File: config.mk
export PLATFORM = sky130hd
export DESIGN_NAME = voice_mixer_pwm
export DESIGN_NICKNAME = d
export VERILOG_FILES = /design/src/rtl/voice_mixer_pwm.sv
export SDC_FILE = /design/constraint.sdc
export NUM_CORES = 1
export LEC_CHECK = 0
export BUFFER_PORTS_ARGS = -buffer_cell sky130_fd_sc_hd__buf_2
export CAP_MARGIN = 40
export CORE_ASPECT_RATIO = 1.2
export CORE_UTILIZATION = 56
export CTS_BUF_LIST = sky130_fd_sc_hd__clkbuf_4
export DETAILED_ROUTE_END_ITERATION = 10
export GPL_ROUTABILITY_DRIVEN = 0
export PLACE_DENSITY = 0.88
export SLEW_MARGIN = 10
export SYNTH_ARGS = -nofsm -noshare
export SYNTH_HDL_FRONTEND = slang
export SYNTH_SLANG_ARGS = --single-unit
File: constraint.sdc
create_clock -name clk -period 3.5 [get_ports clk]
set_clock_uncertainty 0.05 [all_clocks]
set_input_delay 0.175 -clock clk [delete_from_list [all_inputs] [get_ports clk]]
set_output_delay 0.175 -clock clk [all_outputs]
set_load 0.01 [all_outputs]
File: src/rtl/voice_mixer_pwm.sv
// voice_mixer_pwm
// Final audio stage of the synth APU. Four square-wave voices are generated
// from half-period inputs, summed into an 8-bit mix, and rendered as a
// 256-cycle-frame PWM stream for an external RC filter.
//
// Ports:
//   clk           system clock
//   reset         synchronous reset, active low; clears every register
//   enable        1 = RUN, 0 = IDLE (silent; only sample is retained)
//   period0..3    half-period of each voice in clk cycles, 0 = voice off
//   sample        mix value latched at the last frame boundary
//   sample_valid  one-cycle strobe when sample updates
//   pwm_out       registered PWM output, high for sample/256 of a frame
module voice_mixer_pwm #(
    parameter int PERIOD_W = 20,
    parameter int AMP      = 63
) (
    input  logic                clk,
    input  logic                reset,
    input  logic                enable,
    input  logic [PERIOD_W-1:0] period0,
    input  logic [PERIOD_W-1:0] period1,
    input  logic [PERIOD_W-1:0] period2,
    input  logic [PERIOD_W-1:0] period3,
    output logic [7:0]          sample,
    output logic                sample_valid,
    output logic                pwm_out
);

    // Output level of one voice; 4*AMP must fit in 8 bits so the sum never wraps.
    function automatic logic [7:0] voice_level(input logic ph);
        return ph ? 8'(AMP) : 8'd0;
    endfunction

    logic [PERIOD_W-1:0] w_period [4];
    logic [PERIOD_W-1:0] r_cnt_p0 [4];
    logic [3:0]          r_phase_p0;
    logic [7:0]          w_mix;
    logic [7:0]          r_mix_p1;
    logic [7:0]          r_pwm_cnt;
    logic [7:0]          r_duty_p2;
    logic [7:0]          r_sample_p2;
    logic                r_valid_p2;
    logic                r_pwm_out_p3;
    logic                w_frame_end;

    assign w_period[0] = period0;
    assign w_period[1] = period1;
    assign w_period[2] = period2;
    assign w_period[3] = period3;

    // Stage p0: oscillators. The >= compare makes a shrinking period wrap
    // on the next cycle instead of letting the counter run to overflow.
    always_ff @(posedge clk) begin
        if (!reset || !enable) begin
            for (int i = 0; i < 4; i++) begin
                r_cnt_p0[i] <= '0;
            end
            r_phase_p0 <= '0;
        end else begin
            for (int i = 0; i < 4; i++) begin
                if (w_period[i] == '0) begin
                    r_cnt_p0[i]   <= '0;
                    r_phase_p0[i] <= 1'b0;
                end else if (r_cnt_p0[i] >= w_period[i] - PERIOD_W'(1)) begin
                    r_cnt_p0[i]   <= '0;
                    r_phase_p0[i] <= ~r_phase_p0[i];
                end else begin
                    r_cnt_p0[i]   <= r_cnt_p0[i] + PERIOD_W'(1);
                end
            end
        end
    end

    always_comb begin
        w_mix = voice_level(r_phase_p0[0]) + voice_level(r_phase_p0[1])
              + voice_level(r_phase_p0[2]) + voice_level(r_phase_p0[3]);
    end

    assign w_frame_end = (r_pwm_cnt == 8'hFF);

    // Stage p1: registered mix; stage p2: frame latch of the registered mix
    // (a toggle landing on the frame-end cycle shows up one frame later);
    // stage p3: PWM comparator.
    always_ff @(posedge clk) begin
        if (!reset || !enable) begin
            r_mix_p1     <= 8'd0;
            r_pwm_cnt    <= 8'd0;
            r_duty_p2    <= 8'd0;
            r_valid_p2   <= 1'b0;
            r_pwm_out_p3 <= 1'b0;
        end else begin
            r_mix_p1     <= w_mix;
            r_pwm_cnt    <= r_pwm_cnt + 8'd1;
            r_valid_p2   <= w_frame_end;
            r_pwm_out_p3 <= (r_pwm_cnt < r_duty_p2);
            if (w_frame_end) begin
                r_duty_p2 <= r_mix_p1;
            end
        end
    end

    // sample survives IDLE; only reset clears it.
    always_ff @(posedge clk) begin
        if (!reset) begin
            r_sample_p2 <= 8'd0;
        end else if (enable && w_frame_end) begin
            r_sample_p2 <= r_mix_p1;
        end
    end

    assign sample       = r_sample_p2;
    assign sample_valid = r_valid_p2;
    assign pwm_out      = r_pwm_out_p3;

endmodule

# ---- Yosys cells after proc, flatten, opt, wreduce, memory -nomap -nowiden
# Memories as Yosys holds them, arrays and structs flattened.
# Cells that the tools add are included.
# Widths: inputs -> output; s select.
dict set report word_totals {
  out_inout_bits 10
  inputBits 83
  rom_bits 0
  latchBits 0
  register_bits 38
  ramBits 80
  memories 1
}
dict set report classes {
  n_shift 0
  n_eq_ne 1
  div_mod_pow 0
  mul 0
  magnitude_cmp 5
  addsub 12
  n_bitwise 16
  reduce_logical 12
  mux 62
}
# memory depth word_bits read_ports rd_clocked_by_memory_dff wr line
set mem_list {}
lappend mem_list {r_cnt_p0 4 20 4 0 4 36} ;# logic [PERIOD_W-1:0] r_cnt_p0 [4];
# op n
set ops {}
lappend ops {{$mux 20} 12}
lappend ops {{$add 20x1->20 const B} 4}
lappend ops {{$ge 20x20->1} 4}
lappend ops {{$logic_not 20->1} 4}
lappend ops {{$sub 20x1->20 const B} 4}
lappend ops {{$mux 1} 46}
lappend ops {{$mux 6} 4}
lappend ops {{$or 1x1->1} 12}
lappend ops {{$add 7x6->8} 1}
lappend ops {{$add 8x1->8 const B} 1}
lappend ops {{$add 8x6->8} 1}
lappend ops {{$eq 8x8->1 const B} 1}
lappend ops {{$lt 8x8->1} 1}
lappend ops {{$reduce_or 2->1} 4}
lappend ops {{$add 6x6->7} 1}
lappend ops {{$not 1->1} 4}
lappend ops {{$logic_not 1->1} 2}
lappend ops {{$logic_and 1x1->1} 1}
lappend ops {{$logic_or 1x1->1} 1}

# ---- Longest topological paths before layout
dict set report logic_depth {
  ltp_word 8
  ltp_mapped 15
  ltp_nobuf 14
}

# ---- Least setup slack after synthesis
# Ideal clock, no wire load.
dict set report synth_path {
  path_type {input -> register}
  from {in period2[11]}
  to {mem r_cnt_p0[2][9], data pin}
  setup_slack_ns 0.194
  cell_stages 12
  t_arrival_ns 3.118
  required_time_ns 3.312
  n_path_buf 1
  cell_sequence {or4_4 -> or4_4 -> or4_4 -> nor3_1 -> xnor2_1 -> ha_1 -> and4_1 -> a21oi_1 -> o211ai_1 -> or2_2 -> buf_6 -> nor2_1}
}
# item line
set synth_lines {}
lappend synth_lines {{start: declaration} 23} ;# input logic [PERIOD_W-1:0] period2,
lappend synth_lines {{end: declaration} 36}

==> impl_results.md <==
* Post-synth EDFFs at 80
* Top post-synthesis cells by area: edfxtp_1 28%, ha_1 15%, xnor2_1 8.3%
* 1st-pass router iterations at 4
* Area leader, netlist: edfxtp_1
* Asr flop ratio synth at 0%
* Setup TNS at 0 ns
* Yosys top cell area share at ~28%
* CTS Sinks at 112
* Via density at around 5.3
* Vias in the first global route at roughly 6800
* Maximum capacitance violations at 0
* Initial detailed-routing violation count at around 260
* Largest net degree at the start of global routing at 22
* Hold path startpoint: period3[18]
* Max-slew violation count at 0
* GRT Total Usage at a little under a quarter
* TritonCTS clock tree: yes
* Cell Pwr Density at approximately 270 nW/µm²
* Final Hold Viols at 0
* Die ar. at approximately 16000 µm²
* Slew headroom at 46.2%
* CTS max path bufs at 2
* CTS Hold Bufs at 4
* Sequential share of the synthesized area at 35.6%
* Area delta synth->final at 14.2%
* Clk Latency, worst-skew pair at about 0.50 ns
* Layout cells sized above 1 at 11.6%
* Setup Buffers After CTS at 0
* Die Height at 137 µm
* Worst EP required at 3.80 ns
* Worst Setup SP: period2[5]
* Clock root cell: clkbuf_4
* CP Launch Type: input pin
* Cell area after synthesis at ~8500 µm²
* CP Max Fanout at 20
* Unrepaired setup endpoints after global routing: no
* Io pins at 93
* Final setup violation count at 0
* I/O Buffers at slightly above 90
* Routed len/inst at between 10 and 15 µm
* GRT Residual Overflow at 0
* Synth Flop Type: edfxtp_1
* Vias at approximately 7000
* Final Cycle Share at 87.7%
* Post-Route WL at 16700 µm
* Core area at ~15000 µm²
* Flops & latches, synth at between 100 and 150
* Antenna Nets Post-Route at 0
* Clk pin slew, worst setup/hold paths at ~0.19 ns
* Dpl hpwl at roughly 14000 µm
* YS warnings at 0
* Leakage at ~4.0 nW
* Run status: finished, final reports clean
* WS Path Type: input pin to register
* CTS buffer count at 9
* Post-CTS sizing at 0
* Synthesized instance count at 922
* Library cells used by synthesis at 53
* Worst Max-Slew Pin Slew at about 0.81 ns
* Crit path DAT at between 3 and 4 ns
* Maximum vdd drop at approximately 0.16 mV
* Final hold slack at 0.0319 ns
* Avg Cell Area, Syn at ~9 µm²
* # rows at 49
* Chip width at between 100 and 150 µm
* Tmin final at 3.07 ns
* Initial antenna violation count at 1
* Worst reg2reg path startpoint: r_phase_p0[1]
* Worst min path class: input pin to register
* Initial Utilization at a little under three fifths
* # DRC at 0
* Fmax at ~330 MHz
* H-tree depth at 3
* Final #Nets at between 1000 and 1500
* First-pass GRT wire length at ~29000 µm
* Critical Path Sink Type: register
-- final cells by class --
type                       instances  area [µm²]
antenna                            1        2.50
clock buffer                       9        67.6
clock inverter                     7        46.3
fill                            1271        5200
inverter                          34         128
multi-input combinational        839        5590
sequential                       112        3040
tap                              204         255
timing repair buffer             110         631
-- registers in the layout (all words and copies together), names as in the netlist --
| register | cells |
|---|---|
| sample_valid | 1 |
| r_cnt_p0 | 80 |
| r_phase_p0 | 4 |
| r_pwm_cnt | 8 |
| r_duty_p2 | 6 |
| r_mix_p1 | 6 |
| sample | 6 |
| pwm_out | 1 |
-- cells in the final DEF (no fill, tap or decap), types with 3 or more instances in the layout --
master,count
a31oi_1,3
nor4_1,13
or2_2,4
nor2b_1,4
ha_1,104
o21ai_0,18
xor2_1,68
buf_2,92
a21o_1,9
inv_1,35
buf_4,12
clkbuf_4,9
and3_1,27
nand2_1,65
or4_1,7
dfxtp_1,32
fa_1,4
xnor2_1,81
a211oi_1,3
nor3b_1,3
o21a_1,3
a21oi_1,32
nand2b_1,4
dlygate4sd3_1,4
and2_1,3
nand3b_1,4
or4_4,3
nand3_1,56
and4_1,9
nor3_1,32
or3_1,8
edfxtp_1,80
nand4_1,13
conb_1,80
a21boi_0,6
nor2_1,147
mux2i_1,6
-- logic make-up after synthesis --
| family | count (synthesis) | share of synthesized area, % |
|---|---|---|
| AND/OR/NAND/NOR | 406 | 23.0 |
| XOR/XNOR | 149 | 15.3 |
| flip-flops | 112 | 35.6 |
| adder cells (fa/ha/maj) | 108 | 16.2 |
| AO/OA/AOI/OAI | 90 | 6.75 |
| buffers and inverters | 50 | 2.46 |
| multiplexers | 6 | 0.703 |
| other | 1 | 0.0439 |
-- cell usage after synthesis, types with 3 or more instances --
master,number
or4_4,3
xnor2_1,81
nor3b_1,3
nor4_1,13
nand4_1,13
edfxtp_1,80
o21ai_0,18
fa_1,4
nand3b_1,4
clkbuf_1,11
a31oi_1,3
or4_1,7
and3_1,27
a211oi_1,3
nand2b_1,4
or2_2,4
xor2_1,68
and4_1,9
nor2_1,147
dfxtp_1,32
o21a_1,3
ha_1,104
or3_1,8
nor3_1,32
a21oi_1,32
nand3_1,56
nand2_1,65
a21o_1,9
a21boi_0,6
and2_1,3
inv_1,34
mux2i_1,6
nor2b_1,4
-- path summary, 6_finish.rpt --
| kind | end | slack (ns) | depth (start not counted) |
|---|---|---|---|
| worst min-delay path | r_phase_p0[3] | 0.03 | 4 |
| worst max-delay path | r_cnt_p0[2][15] | 0.43 | 13 |
| worst min register to register | sample[0] | 0.42 | 2 |
| worst max register to register | r_mix_p1[7] | 0.77 | 8 |
-- where the power goes --
group          switching [mW]  internal, mW
sequential             0.0718          1.48
combinational           0.265         0.228
clock                   0.445         0.149
total                   0.782          1.86
-- through the flow --
step	area, µm²	util (%)	setup WS, ns	std cells	power, mW
6_report	9760	65.3	0.431	1316	2.64
5_1_grt	9760	65.3	0.182	1316	2.80
4_1_cts	9760	65.2	0.443	1315	2.66
3_5_place_dp	9610	64.2	-0.103	1295	2.07
3_3_place_gp	9600	64.2	-0.00692	1294	2.04
2_1_floorplan	8840	-	0.194	1001	1.89
-- routing by layer --
metal | up-vias | routed length (µm) | track usage [%]
met4 | 0 | 318 | 8.51
met2 | 104 | 8830 | 42.5
li1 | 3569 | - | -
met1 | 3328 | 7280 | 26.1
met3 | 24 | 314 | 2.90
met5 | - | 0 | 0
-- critical path: stages --
cell,delay [ns]
buf_2,0.11
or4_1,0.58
nor3_1,0.21
nand2_1,0.21
nor4_1,0.28
xnor2_1,0.19
ha_1,0.28
a21oi_1,0.15
o21ai_0,0.15
a211oi_1,0.25
o211ai_1,0.16
or2_2,0.46
nor2_1,0.16
Power figures use the tool's default switching activity.
